===== src/rtl/vc_pop_scheduler.sv =====
// Pops the two virtual-channel FIFOs (VC0 preferred, VC1 protected by a weighted
// anti-starvation counter) and steers each word to D0 or D1 one cycle after the pop.
module vc_pop_scheduler #(
   parameter int DATA_WIDTH = 6,
   parameter int DEST_BIT   = 4,
   parameter int WEIGHT     = 4
) (
   input  logic                  clk,
   input  logic                  reset_L,
   input  logic                  VC0_empty,
   input  logic                  VC1_empty,
   input  logic [DATA_WIDTH-1:0] VC0_data,
   input  logic [DATA_WIDTH-1:0] VC1_data,
   input  logic                  D0_pause,
   input  logic                  D1_pause,
   output logic                  VC0_rd,
   output logic                  VC1_rd,
   output logic                  D0_push,
   output logic                  D1_push,
   output logic [DATA_WIDTH-1:0] D_data,
   output logic                  vc0_delay,
   output logic                  stall
);

   localparam logic [3:0] WEIGHT_C = 4'(WEIGHT);

   logic       ok;
   logic       force1;
   logic [3:0] wcnt;
   logic       vld_p1;

   function automatic logic [3:0] sat_inc(input logic [3:0] v);
      return (v >= WEIGHT_C) ? WEIGHT_C : v + 4'd1;
   endfunction

   // Stage p0: grant decision. Both destinations need room since the target is unknown until the word arrives.
   always_comb begin
      ok     = !D0_pause && !D1_pause;
      force1 = (WEIGHT_C != 4'd0) && (wcnt == WEIGHT_C) && !VC1_empty;
      VC1_rd = reset_L && ok && !VC1_empty && (VC0_empty || force1);
      VC0_rd = reset_L && ok && !VC0_empty && !VC1_rd;
      stall  = !ok && (!VC0_empty || !VC1_empty);
   end

   always_ff @(posedge clk or negedge reset_L) begin
      if (!reset_L) begin
         wcnt      <= 4'd0;
         vld_p1    <= 1'b0;
         vc0_delay <= 1'b0;
      end else begin
         if (VC1_rd)
            wcnt <= 4'd0;
         else if (VC0_rd && !VC1_empty)
            wcnt <= sat_inc(wcnt);
         else if (VC1_empty)
            wcnt <= 4'd0;
         vld_p1    <= VC0_rd || VC1_rd;
         vc0_delay <= VC1_rd;
      end
   end

   // Stage p1: FIFO read data arrives; select source and route on the destination bit.
   always_comb begin
      D_data  = vc0_delay ? VC1_data : VC0_data;
      D0_push = vld_p1 && !D_data[DEST_BIT];
      D1_push = vld_p1 && D_data[DEST_BIT];
   end

endmodule


===== config.mk =====
export PLATFORM = sky130hd
export DESIGN_NAME = vc_pop_scheduler
export DESIGN_NICKNAME = d
export VERILOG_FILES = /design/src/rtl/vc_pop_scheduler.sv
export SDC_FILE = /design/constraint.sdc
export NUM_CORES = 1
export LEC_CHECK = 0
export ABC_AREA = 1
export CAP_MARGIN = 0
export CORE_AREA = 2 2 39 41
export CTS_CLUSTER_DIAMETER = 30
export DETAILED_ROUTE_END_ITERATION = 8
export DIE_AREA = 0 0 41 43
export DONT_BUFFER_PORTS = 1
export GPL_TIMING_DRIVEN = 0
export SYNTH_ARGS = -nofsm -noshare
export SYNTH_HDL_FRONTEND = slang
export SYNTH_SLANG_ARGS = --single-unit

===== constraint.sdc =====
create_clock -name clk -period 1.25 [get_ports clk]
set_input_delay 0.1875 -clock clk [delete_from_list [all_inputs] [get_ports clk]]
set_output_delay 0.1875 -clock clk [all_outputs]
set_load 0.01 [all_outputs]

# Word-level counts from Yosys, hierarchy flattened
# Cells that the tools add are included.
# word_totals
ff_bits,6
ramBits,0
mem_bits_ro,0
elab_cells,33
mem_count,0
in_bits,18
latch_bits,0
# op_classes
n_mux,5
magnitude_cmp,1
n_shift,0
n_reduce_logical,22
n_eq_ne,1
add_sub_neg,1
n_mul,0
div,0
bitwise_logic,0
# op_table
operator,count
$mux W4,4
$logic_and A1 B1 Y1,11
$logic_not A1 Y1,7
$mux W6,1
$add A4 B1 Y4 const B,1
$eq A4 B3 Y1 const B,1
$ge A4 B3 Y1 const B,1
$logic_or A1 B1 Y1,3
$reduce_bool A3 Y1,1

# Depth between registers and ports, before layout
# depth
depth_word,10
depth_mapped,7

# Worst setup path before layout
# OpenSTA, ideal clock, no wires.
# synth_path
path_kind,register to output
from,reg wcnt[0]
to,out VC0_rd
arrival_time_ns,1.000
path_buffers,0
setup_slack_ns,0.062
required_time_ns,1.062
path_stages_with_launch,6
cell_sequence,dfrtp_1 inv_1 ha_1 nand3_1 a21oi_2 nor2_1
# synth_via
elab_chain_len,6
# synth_lines
element,line,text
start: declaration,29,logic [3:0] wcnt;
start signal: assignment,54,wcnt <= sat_inc(wcnt);
$eq A4 B3 Y1,39,force1 = (WEIGHT_C != 4'd0) && (wcnt == WEIGHT_C) && !VC1_empty;
$logic_and A1 B1 Y1,39,
$logic_or A1 B1 Y1,40,VC1_rd = reset_L && ok && !VC1_empty && (VC0_empty || force1);
$logic_and A1 B1 Y1,40,
named net VC1_rd,17,"output logic VC1_rd,"
$logic_not A1 Y1,41,VC0_rd = reset_L && ok && !VC0_empty && !VC1_rd;
$logic_and A1 B1 Y1,41,
end: declaration,16,"output logic VC0_rd,"
# The timed path passes the listed nets, and every way through them passes these cells.

# Worst setup path in the final report
# layout_path
from,reg wcnt[1]
to,out VC0_rd
# The elaborated chain is that of the path after synthesis.

==> run summary <==
status - finished with violations
failing checks - setup timing
Die Area - 1760 µm²
r2r setup slk - 20 ps
Port Buf Inserts - 0
initial antenna violation count - 0
Reg-to-Reg End - wcnt[2]
Core Rows - 14
Worst setup EP type - output pin
CTS Buffer Depth - 2
First-pass DRT Iterations - 4
Synth Instances - 53
Mapped Area - 422 µm²
clock skew - 2.98 ps
ys async rst share - 1.00
# DRC - 0
CP Max Fanout - 3
H-tree depth - 1
routability cong. - 0.747
later-pin clock latency in the skew report - 250 ps
period utilization - 1.13
register area share after synthesis - 0.356
Root Buffer - clkbuf_4
gr usage total - 0.114
VDD IR-drop max - 0.450 mV
Via Count - 362
Mapped Nets - 73
Worst Hold Endpoint - wcnt[2]
drt wl/cell - 11.6 µm
leakage power - 0.278 nW
Mapped Avg Cell Area - 7.96 µm²
Register-to-Register Path Depth - 6
placed insts - 69
ratio of cells with drive above 1 in the final layout - 0.443
fin crit period - 1410 ps
Power Density - 783 nW/µm²
CTS buffer count - 3
nets - 83
RR Startpoint - wcnt[0]
CP Class - reg2out
worst min path class - in2reg
total gr overflow - 0
dpl hpwl - 636 µm
CP arrival - 1220 ps
total power - 0.000461 W
antenna diode count - 0
top-count cell post-synth - nand2_1
synth unique cells - 18
Final Slew Violations - 0
Starting Density - 0.305
RSZ-0062 raised after global routing - yes
Reg clk slew, reported paths - 50 ps
CTS tree - yes
Rel. slew slack - 0.802
DR vias/cell - 4.70
1st-iter DRT viols - 2
Synth top area share - 0.356
Max Freq - 710 MHz
Fin. Hold Viols - 0
Final setup viols - 9
synthesis-stage register bit count - 6
hold path depth - 3
worst slew pin tran - 296 ps
Post-synth EDFFs - 0
max-cap violations - 0
core area - 1380 µm²
Die Y - 43 µm
clock sinks - 6
CP startpoint kind - register
list of most frequent post-synthesis cells - 13 x nand2_1, 9 x inv_1, 6 x dfrtp_1
vias in the first global route - 335
largest net degree at the start of global routing - 8
Antenna Nets Post-Route - 0
min-delay src - VC1_empty
Synth Warn # - 0
final setup margin - -158 ps
first-pass GRT wire length - 1290 µm
WL final - 896 µm
CP required - 1060 ps
Synth area leader - dfrtp_1
WHS - 124 ps
area grow syn2layout - 39.8%
ys flop type - dfrtp_1
largest cells by area after synthesis - dfrtp_1 36%, mux2_2 13%, nand2_1 12%, inv_1 8.0%, ha_1 5.9%
non-filler cells, final - 77
io pins - 30
die width - 41 µm
==> through the flow <==
step                utilization  setup WS [ps]  setup TNS, ps  cell area (µm²)
floorplan                     -           62.5              0              422
global placement          0.319          -32.0          -32.0              442
detailed placement        0.319          -32.0          -32.0              442
CTS                       0.393           -162           -936              544
global route              0.426           -219          -1520              589
finish                    0.426           -158           -821              589
==> cell families (layout without fill, tap and decap cells) <==
kind of cell | Yosys count | in the layout | synth area share
AOI/OAI and AO/OA | 3 | 3 | 0.0534
adders and majority gates | 2 | 2 | 0.0593
buffers and inverters | 10 | 18 | 0.0920
DFF | 6 | 6 | 0.356
muxes | 5 | 5 | 0.134
and+or+nand+nor | 27 | 27 | 0.306
==> report_power, final <==
group	switching [W]	internal, W	total [W]
combinational	0.0000402	0.0000373	0.0000775
clock	0.0000745	0.000109	0.000183
sequential	0.00000235	0.000198	0.000200
==> registers in the layout, summed over array words and instances, names as in the netlist <==
name,count
vc0_delay,1
vld_p1,1
wcnt,4
==> how the worst max path moves through the flow <==
stage	slack (ps)	to	depth (start not counted)	from
2_1_floorplan	60	VC0_rd	5	wcnt[0]
3_3_place_gp	-30	VC0_rd	5	wcnt[0]
3_5_place_dp	-30	VC0_rd	5	wcnt[0]
4_1_cts	-160	VC0_rd	5	wcnt[0]
5_1_grt	-220	D1_push	3	vc0_delay
6_report	-160	VC0_rd	5	wcnt[1]
==> layout make-up <==
| cell class | instances | area, µm² |
|---|---|---|
| flip-flops and latches | 6 | 150 |
| plain buffers | 1 | 11.3 |
| clock buffers | 3 | 22.5 |
| well taps | 16 | 20.0 |
| fillers | 131 | 795 |
| inverters | 9 | 33.8 |
| repair buffers | 5 | 42.5 |
| multi-input cells | 37 | 309 |
==> layer usage <==
layer  global-route usage  part of all wire
met1                0.128              0.38
met4               0.0400                 0
met5                    0                 0
met2                0.175              0.49
met3               0.0628              0.13
==> layout by cell type, fill, tap and decap left out, types with 2 or more instances in the layout <==
cell type,count
inv_1,7
mux2_4,5
inv_2,2
nor2_1,3
buf_4,3
nor2_2,3
clkbuf_4,3
dfrtp_1,6
dlygate4sd3_1,2
nand2_1,12
==> critical path, cell delays in order, from the launching register on <==
cell and delay, ps:
dfrtp_1 390, inv_2 80, ha_4 140, nand3_4 70
a21oi_4 230, nor2_4 60
==> timing repair <==
action	CTS	global route
hold endpoints to repair	6	1
gates resized for setup	14	7
pin swaps	4	3
endpoints found under the setup margin	10	10
buffers inserted	2	1
hold buffers	1	1
(Power assumes the default switching activity.)
